<file path="config.mk">
export PLATFORM = sky130hd
export DESIGN_NAME = sw_pulse_gen
export DESIGN_NICKNAME = d
export VERILOG_FILES = /design/src/rtl/sw_pulse_gen.sv
export SDC_FILE = /design/constraint.sdc
export NUM_CORES = 1
export LEC_CHECK = 0
export BUFFER_PORTS_ARGS = -buffer_cell sky130_fd_sc_hd__buf_2
export CAP_MARGIN = 20
export CORE_ASPECT_RATIO = 0.6
export CORE_MARGIN = 5
export CORE_UTILIZATION = 45
export CTS_BUF_LIST = sky130_fd_sc_hd__clkbuf_8
export DETAILED_ROUTE_END_ITERATION = 16
export RECOVER_POWER = 50
export SLEW_MARGIN = 20
export SYNTH_ARGS = -nofsm -noshare
export SYNTH_HDL_FRONTEND = slang
export SYNTH_SLANG_ARGS = --single-unit
export TNS_END_PERCENT = 5
</file>
<file path="constraint.sdc">
create_clock -name clk -period 4.7 [get_ports clk]
set_input_delay 0.47 -clock clk [delete_from_list [all_inputs] [get_ports clk]]
set_output_delay 0.47 -clock clk [all_outputs]
set_load 0.005 [all_outputs]
</file>
<file path="src/rtl/sw_pulse_gen.sv">
// sw_pulse_gen: synchronise, debounce and edge-detect three switches into one-cycle command pulses; optional auto-repeat via SW_AUTOREPEAT_EN
module sw_pulse_gen #(
  parameter int DEBOUNCE_CYCLES = 500000,
  parameter int REPEAT_DELAY    = 25000000,
  parameter int REPEAT_RATE     = 5000000
) (
  input  logic       clk,
  input  logic       rst,
  input  logic [2:0] SW,
  output logic       swt_increase,
  output logic       swt_decrease,
  output logic       swt_start_stop,
  output logic [2:0] sw_stable
);
  localparam int DW = $clog2(DEBOUNCE_CYCLES);
  logic [2:0]    r_sync1, r_sync2, r_stable, r_stable_d;
  logic [DW-1:0] r_cnt [3];
  logic [2:0]    w_rise;
  logic [1:0]    w_init, w_rep;
  assign sw_stable = r_stable;
  assign w_rise    = r_stable & ~r_stable_d;
  // a rise is only honoured when the opposite direction is not stable-high
  assign w_init    = {w_rise[1] & ~r_stable[0], w_rise[0] & ~r_stable[1]};
  // two-flop synchroniser for the asynchronous switch inputs
  always_ff @(posedge clk or posedge rst)
    if (rst) {r_sync2, r_sync1} <= '0;
    else {r_sync2, r_sync1} <= {r_sync1, SW};
  // per-channel debounce: stable level flips after DEBOUNCE_CYCLES consecutive differing samples
  always_ff @(posedge clk or posedge rst)
    if (rst) begin
      r_stable <= '0;
      for (int i = 0; i < 3; i++) r_cnt[i] <= '0;
    end else begin
      for (int i = 0; i < 3; i++)
        if (r_sync2[i] == r_stable[i]) r_cnt[i] <= '0;
        else if (r_cnt[i] == DW'(DEBOUNCE_CYCLES - 1)) begin
          r_stable[i] <= r_sync2[i];
          r_cnt[i]    <= '0;
        end else r_cnt[i] <= r_cnt[i] + 1'b1;
    end
`ifdef SW_AUTOREPEAT_EN
  localparam int RMAX = (REPEAT_DELAY > REPEAT_RATE) ? REPEAT_DELAY : REPEAT_RATE;
  localparam int RW   = $clog2(RMAX + 1);
  typedef enum logic [1:0] {IDLE, WAIT, REPEAT} state_t;
  state_t        r_st [2];
  state_t        w_st_n [2];
  logic [RW-1:0] r_rc [2];
  logic [RW-1:0] w_rc_n [2];
  logic          w_conf;
  assign w_conf = r_stable[0] & r_stable[1];
  // repeat FSM state and counter registers (index 0 increase, 1 decrease)
  always_ff @(posedge clk or posedge rst)
    if (rst) begin
      for (int k = 0; k < 2; k++) begin
        r_st[k] <= IDLE;
        r_rc[k] <= '0;
      end
    end else begin
      for (int k = 0; k < 2; k++) begin
        r_st[k] <= w_st_n[k];
        r_rc[k] <= w_rc_n[k];
      end
    end
  // repeat FSM next state; release or conflict aborts to IDLE without a pulse
  always_comb
    for (int k = 0; k < 2; k++) begin
      w_st_n[k] = r_st[k];
      w_rc_n[k] = r_rc[k] + 1'b1;
      w_rep[k]  = 1'b0;
      if (!r_stable[k] || w_conf) begin
        w_st_n[k] = IDLE;
        w_rc_n[k] = '0;
      end else
        case (r_st[k])
          IDLE: begin
            w_rc_n[k] = '0;
            w_st_n[k] = w_init[k] ? WAIT : IDLE;
          end
          WAIT:
            if (r_rc[k] == RW'(REPEAT_DELAY - 1)) begin
              w_rep[k]  = 1'b1;
              w_st_n[k] = REPEAT;
              w_rc_n[k] = '0;
            end
          REPEAT:
            if (r_rc[k] == RW'(REPEAT_RATE - 1)) begin
              w_rep[k]  = 1'b1;
              w_rc_n[k] = '0;
            end
          default: begin
            w_st_n[k] = IDLE;
            w_rc_n[k] = '0;
          end
        endcase
    end
`else
  assign w_rep = '0;
`endif
  // registered one-cycle output pulses
  always_ff @(posedge clk or posedge rst)
    if (rst) begin
      r_stable_d     <= '0;
      swt_increase   <= 1'b0;
      swt_decrease   <= 1'b0;
      swt_start_stop <= 1'b0;
    end else begin
      r_stable_d     <= r_stable;
      swt_increase   <= w_init[0] | w_rep[0];
      swt_decrease   <= w_init[1] | w_rep[1];
      swt_start_stop <= w_rise[2];
    end
endmodule

</file>
### After elaboration in Yosys (flattened, before gate mapping)

Index checks and enable logic that the tools add are counted.
W data, S select, Z words.

| storage, ports and cells | value |
|---|---|
| bits in registers | 72 |
| bits in latches | 0 |
| memory bits (writable) | 0 |
| memory bits (read-only) | 0 |
| output and inout port bits | 6 |
| logic and storage cells | 39 |
| memories kept | 0 |

| operators by class | value |
|---|---|
| add/subtract/negate cells | 3 |
| multipliers | 0 |
| div/mod/pow operators | 0 |
| magnitude comparators | 0 |
| equal/unequal tests | 6 |
| shift-type cells | 0 |
| multiplexer cells | 6 |
| bitwise gates (word level) | 9 |
| reduce and logical (&&, ||, !) cells | 3 |

Operator list:

| cell | number |
|---|---|
| $mux W19 | 6 |
| $add A19 B1 Y19 const B | 3 |
| $eq A19 B19 Y1 const B | 3 |
| $reduce_and A2 Y1 | 3 |
| $not A1 Y1 | 5 |
| $and A3 B3 Y3 | 1 |
| $eq A1 B1 Y1 | 3 |
| $not A3 Y3 | 1 |
| $and A1 B1 Y1 | 2 |

### Depth between registers and ports, before layout

| depth | value |
|---|---|
| depth after elaboration | 3 |
| gate-level depth with buffers | 6 |
| depth with buffers taken out | 5 |

### Least setup slack after synthesis

No wires, ideal clock.

| path | value |
|---|---|
| kind | flip-flop to flip-flop |
| start point | register r_cnt[24] (netlist name) |
| end point | register r_cnt[28] (netlist name) |
| data arrival time | 1,900 ps |
| data required time | 4,581 ps |
| path slack | 2,682 ps |
| cell stages (with the launch flop) | 7 |
| period minus slack after synthesis | 2,018 ps |
| cells stage by stage | dfrtp_1 buf_6 or4b_1 or4_4 o21ai_4 buf_6 nor2_1 |

| on the way | value |
|---|---|
| word-level cells in the longest chain between the ends | 3 |

RTL lines:

| element | RTL line | source |
|---|---|---|
| start: declaration | 17 | `logic [DW-1:0] r_cnt [3];` |
| start signal: indexed assignment | 39 | `end else r_cnt[i] <= r_cnt[i] + 1'b1;` |
| $add A19 B1 Y19 or $eq A19 B19 Y1 (tied branches) | 39, 36 |  |
| $mux W19 (*) | 36 | `else if (r_cnt[i] == DW'(DEBOUNCE_CYCLES - 1)) begin` |
| $mux W19 (*) | 35 | `if (r_sync2[i] == r_stable[i]) r_cnt[i] <= '0;` |

Every way passes the cells marked *; elsewhere a longest branch is shown, timed or not.
A chain may end at the register's enable or synchronous reset.

### Worst setup path in the final report

| path | value |
|---|---|
| start point | register r_cnt[12] (netlist name) |
| end point | register r_cnt[5] (netlist name) |

| on the way | value |
|---|---|
| word-level cells in the longest chain between the ends | 3 |

RTL lines:

| element | RTL line |
|---|---|
| $eq A19 B19 Y1 | 36 |
| $mux W19 | 36 |
| $mux W19 | 35 |

No other way between the ends.

==> results summary <==
The wire length per cell after detailed routing is around 14 um. For this block, the initial DRC count from the detailed router was 167. The sum of negative setup slack came out at 0 ns. The leakage dissipation came out at 1.50 nW. Clock skew on the completed layout was measured at roughly 0.0036 ns. The fmax is around 450 MHz. The post-synthesis average cell area came out at around 10 um2. By count the netlist is led by sky130_fd_sc_hd__dfrtp_1 (72), sky130_fd_sc_hd__nor2_1 (50), sky130_fd_sc_hd__xnor2_1 (27). The post-detailed-route via-to-cell ratio came out at 5.20. Once placement finished, the instance area stood at 0.00353 mm2.

The cell at the slowest stage of the critical path is sky130_fd_sc_hd__or4_4. The share of total power dissipated in the clock network is 0.425. In the post-synthesis netlist, the biggest area contributors are sky130_fd_sc_hd__dfrtp_1 (53%), sky130_fd_sc_hd__xnor2_1 (7.0%), sky130_fd_sc_hd__nor2_1 (5.5%), sky130_fd_sc_hd__xor2_1 (3.6%), sky130_fd_sc_hd__nand3_1 (2.7%). The synthesized netlist net count is 333. The die extent in y is roughly 77 um. The run finished, with violations left. The final hold violation count came out at 0. The count of standard-cell rows came out at 24. The tightest min-delay check is of the in2reg type. CTS saw 72 sinks. The first global-routing pass estimated 11.1 mm of wire. Total power for the finished layout comes to between 1 and 1.5 mW. The core footprint is 0.00730 mm2. The flip-flop and latch count after synthesis is 72. The most used flip-flop cell after synthesis is sky130_fd_sc_hd__dfrtp_1.

The total power per unit cell area came out at 314 mW/mm2. The number of nets in the layout is 350. The number of buffers added to fix hold violations after cts is 0. The clock network latency to the later pin of the worst-skew pair is between 0.3 and 0.4 ns. The layout cell share with drive strength beyond 1 is 0.118. The tool flagged a number of max-cap violations equal to 1.

The final wirelength came out at 6.26 mm. The via count of the first global-routing pass was around 2300. The worst hold path begins at SW[2].

The checks that failed: max-capacitance violations, max-slew violations. The routability congestion estimate from global placement is 0.765. The number of cells in the finished layout apart from fillers is 451.

For the worst setup path, the data required time is 4.92 ns. Headroom to the max-slew limit came out at -0.0128. The number of cells upsized or downsized after cts came out at 0. Before antenna repair, the detailed router went through 4 iterations. The clock-pin slew reported for the worst setup and hold paths after clock tree synthesis came out at ~0.08 ns. The switching portion of total power came out at 0.243. At the pin with the least slew margin, the transition time is 1.52 ns.

The portion of total power attributed to sequential cells is 0.542. The critical path buffer and inverter count came out at 0. During synthesis, Yosys emitted a total of 0 warnings. The total of endpoints with negative setup slack in the final report is 0.

The top-level I/O count is 11. The share of power burned in combinational logic is 0.033. The total of fill cells in the finished design is 674. The internal power of the cells totals between 0.8 and 0.9 mW.

From synthesis to final layout, the design area changed by 10.5%. The final critical-path share of the clock period came out at 0.471. The family of cells with the greatest summed delay on the critical path is simple AND/OR/NAND/NOR gates. The number of levels the H-tree was split into came out at 3. The maximum number of pins on one net before global-route repair came out at 39.

The number of antenna violations at the first check in global routing was 0. The detailed placer's ending HPWL is 4.23 mm. The placed cell count is about 430. The area share of the largest cell type after synthesis is 0.532. The global-route usage over all layers is 0.150. The largest stage delay on the critical path is 0.55 ns. The unique cell type count in the Yosys netlist came out at 38. The die area came out at 0.00942 mm2. In this run the critical register-to-register path is launched from r_cnt[12]$_DFF_PP0_. The detailed-route DRC error count is 0. The cell area after synthesis is 0.00339 mm2. The residual overflow from global routing is 0. Along the worst path, the maximum fanout reaches 18.

The worst setup path is captured at a flip-flop. The finished layout cell area is around 0.0037 mm2. Traced cell by cell, the critical path runs through or4b_1, or4_4, o21ai_4, nor2_1. The power spent charging and discharging nets came out at 0.285 mW. Setup repair after global routing left no endpoint under its margin. The count of antenna diodes in the layout came out at 0. The async set or reset register ratio after synthesis is 1.00. The signal arrival time at the worst endpoint came out at around 2.4 ns. The startpoint-to-endpoint class of the critical path is reg2reg. Tracing the worst setup path back leads to its startpoint at r_cnt[12]$_DFF_PP0_. The tightest hold margin is roughly 0.22 ns. The die outline width came out at 122 um.

The sequential share of the synthesized area came out at 0.532. The final-report max-slew violation count came to 39. Clock tree synthesis inserted a total of 9 buffers. The worst setup path is launched from a flip-flop. The effective utilization at floorplan is 0.464. The biggest area contributor in the post-synthesis netlist is sky130_fd_sc_hd__dfrtp_1. The number of synthesized flops with an enable pin is 0. TritonCTS built the clock tree. The shortest clock period the worst path allows after layout is about 2.2 ns. The worst setup margin is 2.49 ns.

The cell count after synthesis came out at 325. Among all cell types in the netlist, the one instantiated most often is sky130_fd_sc_hd__dfrtp_1. Across the VDD grid, the largest voltage drop is 0.187 mV. The final antenna-violating net count is 0. The root cell of the clock tree is sky130_fd_sc_hd__clkbuf_8. The number of setup buffers added after CTS came out at 0. The number of buffers between clock root and the deepest sink came out at 2. The core occupancy in the finished layout is 0.513. The via count is 2347. The worst setup slack before clock tree synthesis came out at 2.47 ns. The count of buffers inserted at the top-level ports came out at 10.
## layer usage
metal,vias to the layer above,part of all wire,routed length (um),track usage
met5,-,0,0,0
met4,0,0.014,89,0.0503
met3,9,0.046,290,0.0551
met2,34,0.40,2490,0.193
met1,1130,0.54,3390,0.228
li1,1174,-,-,-
## final timing paths
kind	end	depth (start not counted)	slack, ns
worst max-delay path	r_cnt[5]$_DFF_PP0_	4	2.49
worst min-delay path	r_sync1[2]$_DFF_PP0_	1	0.22
worst max register to register	r_cnt[5]$_DFF_PP0_	4	2.49
worst min register to register	r_sync2[0]$_DFF_PP0_	0	0.36
max in group asynchronous	r_cnt[18]$_DFF_PP0_	3	2.96
min in group asynchronous	r_cnt[35]$_DFF_PP0_	2	0.56
## cell families (layout without fill, tap and decap cells)
logic type,count (synthesis),after routing,share of synthesized area
AO/OA/AOI/OAI,27,27,0.0569
flip-flops,72,72,0.532
buffers and inverters,17,39,0.0262
AND/OR/NAND/NOR,162,162,0.258
multiplexers,3,3,0.00997
adder cells (fa/ha/maj),3,3,0.0111
XOR/XNOR,41,41,0.106
## layout by cell type, fill, tap and decap left out, drive strengths merged, types with 8 or more instances in the layout
cell type  instances
a21oi             13
buf               11
clkbuf            10
dfrtp             72
inv               13
nand2             22
nand3             19
nand4             11
nor2              50
nor3              11
nor4              10
o21ai              9
or3                8
or4               12
xnor2             27
xor2              14
## flip-flops by register name, summed over array words and instances, names as in the netlist
name and cells:
r_stable_d 3, sw_stable 3, r_sync2 3, r_sync1 3, swt_decrease 1, swt_increase 1, swt_start_stop 1, r_cnt 57
## area by class of cell
| type | instances | area, um2 | share of cell area |
|---|---|---|---|
| Sequential cell | 72 | 1800 | 0.482 |
| Multi-Input combinational cell | 236 | 1500 | 0.400 |
| Tap cell | 104 | 130 | 0.0348 |
| Clock buffer | 9 | 124 | 0.0331 |
| Clock inverter | 7 | 80.1 | 0.0214 |
| Timing Repair Buffer | 12 | 67.6 | 0.0181 |
| Inverter | 11 | 41.3 | 0.0110 |
## power by group through the flow
stage | Clock [mW] | Sequential (mW) | Combinational (mW)
floorplan | 0 | 0.647 | 0.0304
global placement | 0 | 0.648 | 0.0387
detailed placement | 0 | 0.649 | 0.0393
CTS | 0.525 | 0.636 | 0.0396
global route | 0.551 | 0.638 | 0.0468
finish | 0.499 | 0.636 | 0.0389
No activity file was read; power rests on OpenSTA's default activity.
